--- config.mk ---
export PLATFORM = sky130hd
export DESIGN_NAME = instr_fetch_unit
export DESIGN_NICKNAME = d
export VERILOG_FILES = /design/src/rtl/instr_fetch_unit.sv
export SDC_FILE = /design/constraint.sdc
export NUM_CORES = 1
export LEC_CHECK = 0
export CORE_UTILIZATION = 54
export DETAILED_ROUTE_END_ITERATION = 16
export GPL_TIMING_DRIVEN = 1
export HOLD_SLACK_MARGIN = 0.08
export PLACE_DENSITY = 0.78
export SLEW_MARGIN = 10
export SYNTH_ARGS = -nofsm -noshare
export SYNTH_HDL_FRONTEND = slang
export SYNTH_SLANG_ARGS = --single-unit
--- constraint.sdc ---
create_clock -name iIF_CLK -period 4.1 [get_ports iIF_CLK]
set_input_delay 0.41 -clock iIF_CLK [delete_from_list [all_inputs] [get_ports iIF_CLK]]
set_output_delay 0.41 -clock iIF_CLK [all_outputs]
set_load 0.1 [all_outputs]
--- src/rtl/instr_fetch_unit.sv ---
// Instruction fetch stage: owns the fetch PC, drives the instruction ROM and buffers
// {PC, instruction} pairs in a small prefetch FIFO for the decoder.
//
// Optional feature macro: IF_ADDR_CHECK_EN
//   When defined, fetches outside [ROM_ORIGIN, ROM_ORIGIN+ROM_LENGTH) and misaligned
//   redirect targets halt fetching in a FAULT state until the next redirect or reset.
//   When undefined, there is no FAULT state and oIF_FAULT is tied low.
//
// Ports:
//   iIF_CLK       clock, rising edge
//   iIF_RSTn      asynchronous active-low reset
//   iIF_REDIRECT  flush FIFO and restart fetch at iIF_TARGET
//   iIF_TARGET    redirect byte address
//   oIF_ROM_CE    ROM chip enable (high on every issuing cycle)
//   oIF_ROM_RD    ROM read enable, identical to oIF_ROM_CE
//   oIF_ROM_ADDR  ROM byte address (current fetch PC)
//   iIF_ROM_DATA  ROM read data, combinational from oIF_ROM_ADDR
//   oIF_VALID     FIFO head holds an instruction
//   iIF_READY     decoder accepts the head this cycle
//   oIF_INSTR     head instruction word
//   oIF_PC        head instruction byte address
//   oIF_FAULT     fetch halted on a bad address
module instr_fetch_unit #(
  parameter logic [31:0] RESET_PC   = 32'h0,
  parameter int unsigned FIFO_DEPTH = 4,
  parameter logic [31:0] ROM_ORIGIN = 32'h0,
  parameter logic [31:0] ROM_LENGTH = 32'h10000
) (
  input  logic        iIF_CLK,
  input  logic        iIF_RSTn,
  input  logic        iIF_REDIRECT,
  input  logic [31:0] iIF_TARGET,
  output logic        oIF_ROM_CE,
  output logic        oIF_ROM_RD,
  output logic [31:0] oIF_ROM_ADDR,
  input  logic [31:0] iIF_ROM_DATA,
  output logic        oIF_VALID,
  input  logic        iIF_READY,
  output logic [31:0] oIF_INSTR,
  output logic [31:0] oIF_PC,
  output logic        oIF_FAULT
);

  localparam int unsigned PtrW = (FIFO_DEPTH > 1) ? $clog2(FIFO_DEPTH) : 1;
  localparam int unsigned CntW = PtrW + 1;
  localparam logic [CntW-1:0] DepthCnt = CntW'(FIFO_DEPTH);

`ifdef IF_ADDR_CHECK_EN
  typedef enum logic [1:0] {StIdle, StRun, StFault} state_e;
`else
  typedef enum logic [0:0] {StIdle, StRun} state_e;
`endif

  state_e            state_q, state_d;
  logic [31:0]       fpc_q, fpc_d;
  logic [CntW-1:0]   cnt_q, cnt_d;
  logic [PtrW-1:0]   wptr_q, wptr_d;
  logic [PtrW-1:0]   rptr_q, rptr_d;

  logic [31:0]       pc_mem    [FIFO_DEPTH];
  logic [31:0]       instr_mem [FIFO_DEPTH];

  logic              addr_ok;
  logic              issue;
  logic              pop;

`ifdef IF_ADDR_CHECK_EN
  // 33-bit end address so a window reaching 2^32 does not wrap.
  localparam logic [32:0] RomEnd = {1'b0, ROM_ORIGIN} + {1'b0, ROM_LENGTH};
  assign addr_ok = (fpc_q >= ROM_ORIGIN) && ({1'b0, fpc_q} < RomEnd);
`else
  assign addr_ok = 1'b1;
`endif

  // No same-cycle pop credit: a full FIFO stalls issue even if the head leaves this edge.
  assign issue = (state_q == StRun) && (cnt_q < DepthCnt) && !iIF_REDIRECT && addr_ok;
  assign pop   = (cnt_q != '0) && iIF_READY;

  always_comb begin
    state_d = state_q;
    fpc_d   = fpc_q;
    cnt_d   = cnt_q;
    wptr_d  = wptr_q;
    rptr_d  = rptr_q;
    if (iIF_REDIRECT) begin
      // Redirect wins over push and pop; low target bits are dropped.
      cnt_d   = '0;
      wptr_d  = '0;
      rptr_d  = '0;
      fpc_d   = iIF_TARGET & 32'hFFFF_FFFC;
      state_d = StRun;
`ifdef IF_ADDR_CHECK_EN
      if (iIF_TARGET[1:0] != 2'b00) state_d = StFault;
`endif
    end else begin
      if (issue) begin
        wptr_d = wptr_q + 1'b1;
        fpc_d  = fpc_q + 32'd4;
      end
      if (pop) rptr_d = rptr_q + 1'b1;
      case ({issue, pop})
        2'b10:   cnt_d = cnt_q + 1'b1;
        2'b01:   cnt_d = cnt_q - 1'b1;
        default: ;
      endcase
      unique case (state_q)
        StIdle:  state_d = StRun;
`ifdef IF_ADDR_CHECK_EN
        StRun:   if (!addr_ok) state_d = StFault;
`endif
        default: ;
      endcase
    end
  end

  always_ff @(posedge iIF_CLK or negedge iIF_RSTn) begin
    if (!iIF_RSTn) begin
      state_q <= StIdle;
      fpc_q   <= RESET_PC & 32'hFFFF_FFFC;
      cnt_q   <= '0;
      wptr_q  <= '0;
      rptr_q  <= '0;
    end else begin
      state_q <= state_d;
      fpc_q   <= fpc_d;
      cnt_q   <= cnt_d;
      wptr_q  <= wptr_d;
      rptr_q  <= rptr_d;
    end
  end

  // Storage needs no reset: entries are only observed while count says they are live.
  always_ff @(posedge iIF_CLK) begin
    if (issue) begin
      pc_mem[wptr_q]    <= fpc_q;
      instr_mem[wptr_q] <= iIF_ROM_DATA;
    end
  end

  assign oIF_ROM_CE   = issue;
  assign oIF_ROM_RD   = issue;
  assign oIF_ROM_ADDR = fpc_q;
  assign oIF_VALID    = (cnt_q != '0);
  assign oIF_PC       = pc_mem[rptr_q];
  assign oIF_INSTR    = instr_mem[rptr_q];
`ifdef IF_ADDR_CHECK_EN
  assign oIF_FAULT    = (state_q == StFault);
`else
  assign oIF_FAULT    = 1'b0;
`endif

endmodule

=== Yosys cells after proc, flatten, opt, wreduce, memory -nomap -nowiden ===
Memories as Yosys holds them, arrays and structs flattened.
Cells that the tools add are included.

* Register bits after elaboration: 40
* Memory bits (writable): 256
* Bits of input ports: 68
* Output and inout bits: 100
* Word-level logic and storage cells: 33
* Memories kept: 2

{| class="wikitable"
|+ Memory list
! memory !! words !! bits a word !! read ports !! clocked after Yosys merged registers in !! write ports !! line !! RTL
|-
| instr_mem || 4 || 32 || 1 || 0 || 1 || 61 || <nowiki>logic [31:0] instr_mem [FIFO_DEPTH];</nowiki>
|-
| pc_mem || 4 || 32 || 1 || 0 || 1 || 60 || <nowiki>logic [31:0] pc_mem [FIFO_DEPTH];</nowiki>
|}

* Add/sub/neg operators: 5
* $lt $le $gt $ge: 1
* Eq/ne operators: 2
* Mux-type cells: 10
* Reduce and logical (&&, ||, !) cells: 8

{| class="wikitable"
|+ Operators with widths
! kind !! number
|-
| two-way mux 32 bit || 2
|-
| adder 32 x 3 -> 32 bit (second input constant) || 1
|-
| two-way mux 2 bit || 4
|-
| one-hot mux 3 bit (2 select lines) || 1
|-
| nonzero test 3 bit || 2
|-
| adder 2 x 1 -> 2 bit (second input constant) || 2
|-
| nonzero test 2 bit || 2
|-
| adder 3 x 1 -> 3 bit (second input constant) || 1
|-
| logical AND 1 bit || 3
|-
| < comparator 3 bit (second input constant) || 1
|-
| two-way mux 3 bit || 1
|-
| subtractor 3 x 1 -> 3 bit (second input constant) || 1
|-
| == test 2 x 1 -> 1 bit (second input constant) || 1
|-
| == test 2 bit (second input constant) || 1
|-
| two-way mux 1 bit || 2
|-
| logical NOT 1 bit || 1
|}

=== Depth between registers and ports, before layout ===
* Depth after elaboration: 6
* Depth in mapped cells: 8

=== Worst setup path before layout ===
OpenSTA, ideal clock, no wires.

* Path kind: register -> register
* Start: register cnt_q[2]
* End: register cnt_q[2]
* Setup time: 132 ps
* Arrival time: 2853 ps
* Slack: 1115 ps
* Cell stages (with the launch flop): 9
* Cell sequence: dfrtp_1 > and2b_1 > buf_1 > and2_1 > nor2_1 > fa_1 > a21o_1 > a221oi_1 > nor2_1

* Longest elaborated chain between the ends: 6
* Elaborated cells on any way between the ends: 12
* Classes of those cells: add/sub (2); order compare (1); eq/ne (2); mux (2); reduce/logical (5)

{| class="wikitable"
|+ RTL lines
! item !! line !! RTL
|-
| start: declaration || 56 || <nowiki>logic [CntW-1:0] cnt_q, cnt_d;</nowiki>
|-
| start signal: assignment || 126 || <nowiki>cnt_q <= cnt_d;</nowiki>
|-
| < comparator 3 bit * || 76 || <nowiki>assign issue = (state_q == StRun) && (cnt_q < DepthCnt) && !iIF_REDIRECT && addr_ok;</nowiki>
|-
| logical AND 1 bit * (2 in series) || 76 ||
|-
| net oIF_ROM_CE || 33 || <nowiki>output logic oIF_ROM_CE,</nowiki>
|-
| == test 2 x 1 -> 1 bit or == test 2 bit (tied branches) || 101 || <nowiki>case ({issue, pop})</nowiki>
|-
| one-hot mux 3 bit (2 select lines) || 101 ||
|-
| two-way mux 3 bit || 85 || <nowiki>if (iIF_REDIRECT) begin</nowiki>
|}

The timed path passes the listed nets; every way through them passes the cells marked *.
A chain may end at the register's enable or synchronous reset.

=== Worst setup path after layout ===
* Start: register rptr_q[0]
* End: output oIF_INSTR[8]

* Longest elaborated chain between the ends: 1

{| class="wikitable"
|+ RTL lines
! item !! line !! RTL
|-
| start: declaration || 58 || <nowiki>logic [PtrW-1:0] rptr_q, rptr_d;</nowiki>
|-
| start signal: assignment || 128 || <nowiki>rptr_q <= rptr_d;</nowiki>
|-
| memory read (4 x 32 bit) || -- ||
|-
| end: declaration || 39 || <nowiki>output logic [31:0] oIF_INSTR,</nowiki>
|}

Every way passes these cells.

==> impl_results.md <==
* Outcome: complete, no violations
* Sw frac at 40.0%
* TritonRoute pass-1 iters at 4
* Psw at 3.93 mW
* Worst r2r path cells at 7
* Leading cell type in the layout, fill and taps excluded: edfxtp_1
* Flop2flop setup slack at 1700 ps
* Clock skew at 6.84 ps
* Synthesized area per cell at 19.7 um^2
* Busiest grt layer: met2
* Post-CTS Setup Inserts at 0
* First-pass GRT wire length at 33700 um
* CTS tree: done
* Tmin final at 2960 ps
* Worst path slowest cell: clkdlybuf4s50_1
* Unrepaired setup endpoints after global routing: false
* Top-area cell type share of the netlist area at 67.0%
* WHS Path Cells at 3
* Total gr overflow at 0
* Num CTS Buffers at 29
* IO Pins at 168
* Hold Crit Class: in2reg
* Die Area at 21200 um^2
* DRC viols at 0
* Post-synthesis adder-cell area fraction at 0.743%
* Cell class contributing the biggest share of worst-path delay: buffers and inverters
* Dpl cells at 970
* Max VDD drop at 0.543 mV
* Die width at 145 um
* Worst slew pin tran at 1030 ps
* Number of synthesized register bits at 286
* Gr usage total at 20.7%
* Layout overhead on the synthesized area at 23.8%
* Compound-Gate Fraction of Synth Area at 1.61%
* Final period util at 72.2%
* Power share of the combinational group at 37.8%
* R2r startpoint: cnt_q[2]
* Fillers at 1348
* CP max stage delay at 1170 ps
* Mux share of post-synthesis cell area at 12.8%
* Root buffer cell: clkbuf_16
* Maxcap violations at 0
* Worst-path maximum fanout at 2
* CTS resizes at 0
* Min-Delay Endpoint: oIF_ROM_ADDR[26]
* Nets at 806
* Vias in the first global route at 6149
* PortBufs at 160
* Clock latency on the worst-skew pair at 530 ps
* Asr flop ratio synth at 13.3%
* Main combinational cell family by area after synthesis: multiplexers
* Met2 GRT Util at 34.8%
* Post-layout worst setup margin at 1140 ps
* CP cell instances: mux4_2 -> clkdlybuf4s50_1
* Commonest non-fill, non-tap cells in the layout: 248 x edfxtp_1, 95 x clkdlybuf4s50_1, 65 x buf_4
* Post-DR vias/cell at 5.68
* Synth top area cells: edfxtp_1 67%, mux4_2 13%, dfrtp_1 8.6%
* Netlist Area Pre-Place at 11100 um^2
* Critical Path AT at 2550 ps
* Slew Viols, Final at 0
* Slew HR at 30.9%
* Routed WL per cell at 20.8 um
* Largest net degree at the start of global routing at 64
* Seq/Total Area, Yosys at 75.6%
* Core box area at 20200 um^2
* WP data required at 3690 ps
* Met1 GRT Util at 29.0%
* Reg power frac at 36.1%
* Worst hold slack at 331 ps
* Final setup viols at 0
* Startpoint Class: flip-flop
* GP Congestion at 0.821
* Diode count at 0
* Min-Delay Startpoint: iIF_REDIRECT
* Post-synthesis xor/xnor area fraction at 2.52%
* Max Freq at 0.338 GHz
* Clk buf depth at 3
* Critical path capture point type: primary output
* Layout cells sized above 1 at 24.5%
* Reg2reg end: cnt_q[2]
* Final core occ at 68.0%
* WL final at 21400 um
* Clock transition at the registers of the reported paths at 60 ps
* Endpoints failing hold at 0
* DP HPWL at 12600 um
* Initial Util at 54.9%
* YS warnings at 0
* CP Class: reg2out
* Cell Pwr Density at 715 nW/um^2
* Die Ht at 145 um
* Setup WS pre-CTS at 1690 ps
* Internal power at 5.90 mW
* Clock network power share at 26.1%
* Global routing met3 resource utilization at 3.13%
* Initial antenna violation count at 0
* Routed Antenna Nets at 0
* Ys flop type: edfxtp_1
* H-tree depth at 1
* Post-synthesis simple-gate area fraction at 5.07%
* Post-synth EDFFs at 248
* Starting DRT DRC Count at 398
* Site Rows at 52
* Synthesized instance count at 563
* Finished Layout Cells at 1025
* Standby leakage power at 4.63 nW
* Largest area contributor in the netlist: edfxtp_1
* Detailed-route via count at 5819
* Worst Path Buf+Inv at 1
* Final setup TNS at 0 ps
* Library cells used by synthesis at 42
* Clk sinks at 286
-- cell usage after synthesis (all sizes together), types with 2 or more instances --
master  count
a31oi       2
mux2i       2
mux4       62
ha          5
dfrtp      38
edfxtp    248
nor2       16
or3         3
nand3      13
clkbuf     10
nand4      15
and3       10
nand2      36
inv         3
conb        2
buf        20
and4        2
nor4        2
o21ai      29
nor3        4
xnor2       8
xor2       24
-- final cells by class --
class / count / area, um^2 / area share, %
Inverter: 4 / 15.0 / 0.109
Tap cell: 270 / 338 / 2.46
Timing Repair Buffer: 164 / 1480 / 10.8
Clock inverter: 8 / 121 / 0.882
Clock buffer: 46 / 820 / 5.96
Multi-Input combinational cell: 247 / 2570 / 18.7
Sequential cell: 286 / 8410 / 61.1
-- registers in the layout (all words and copies together) (netlist names) --
| name | cells |
|---|---|
| instr_mem | 128 |
| oIF_ROM_ADDR | 30 |
| state_q | 1 |
| pc_mem | 120 |
| rptr_q | 2 |
| wptr_q | 2 |
| cnt_q | 3 |
-- power groups by stage --
stage	logic (mW)	clock network, mW	registers (mW)
after floorplan	2.80	0	3.78
after global placement	3.72	0	3.59
after detailed placement	3.75	0	3.61
after CTS	3.76	2.62	3.55
after global routing	3.84	2.74	3.57
final	3.71	2.57	3.55
-- through the flow --
stage	power [mW]	instance area [um^2]
2_1_floorplan	6.58	11100
3_3_place_gp	7.31	12800
3_5_place_dp	7.35	12800
4_1_cts	9.93	13800
5_1_grt	10.1	13800
6_report	9.83	13800
-- how the worst max path moves through the flow --
stage,from,endpoint,cells after the start
after floorplan,cnt_q[2],cnt_q[2],8
after CTS,rptr_q[0],oIF_INSTR[8],2
final,rptr_q[0],oIF_INSTR[8],2
after global placement,rptr_q[0],oIF_INSTR[8],2
after detailed placement,rptr_q[0],oIF_INSTR[8],2
after global routing,rptr_q[0],oIF_INSTR[8],2
-- metal layers --
metal  up-vias  part of all wire (%)
met2       218                    49
li1       2576                     -
met4         0                   1.6
met5         -                     0
met3        30                   6.1
met1      2995                    43
-- tightest hold or removal path, cell delays in order --
cell      delay, ps
buf_2           110
clkinv_1        190
a31oi_1         110
-- logic make-up after synthesis --
group                      count (synthesis)
DFF                                      286
and+or+nand+nor                          104
adders and majority gates                  6
AOI/OAI and AO/OA                         34
other                                      2
buffers and inverters                     34
xor gates and xnor gates                  32
muxes                                     65
-- what timing repair did --
| action | in CTS | in global routing |
|---|---|---|
| hold buffers | 1 | 0 |
| hold endpoints to repair | 38 | 0 |
| endpoints found under the setup margin | 0 | 0 |
No activity file was read; power rests on OpenSTA's default activity.
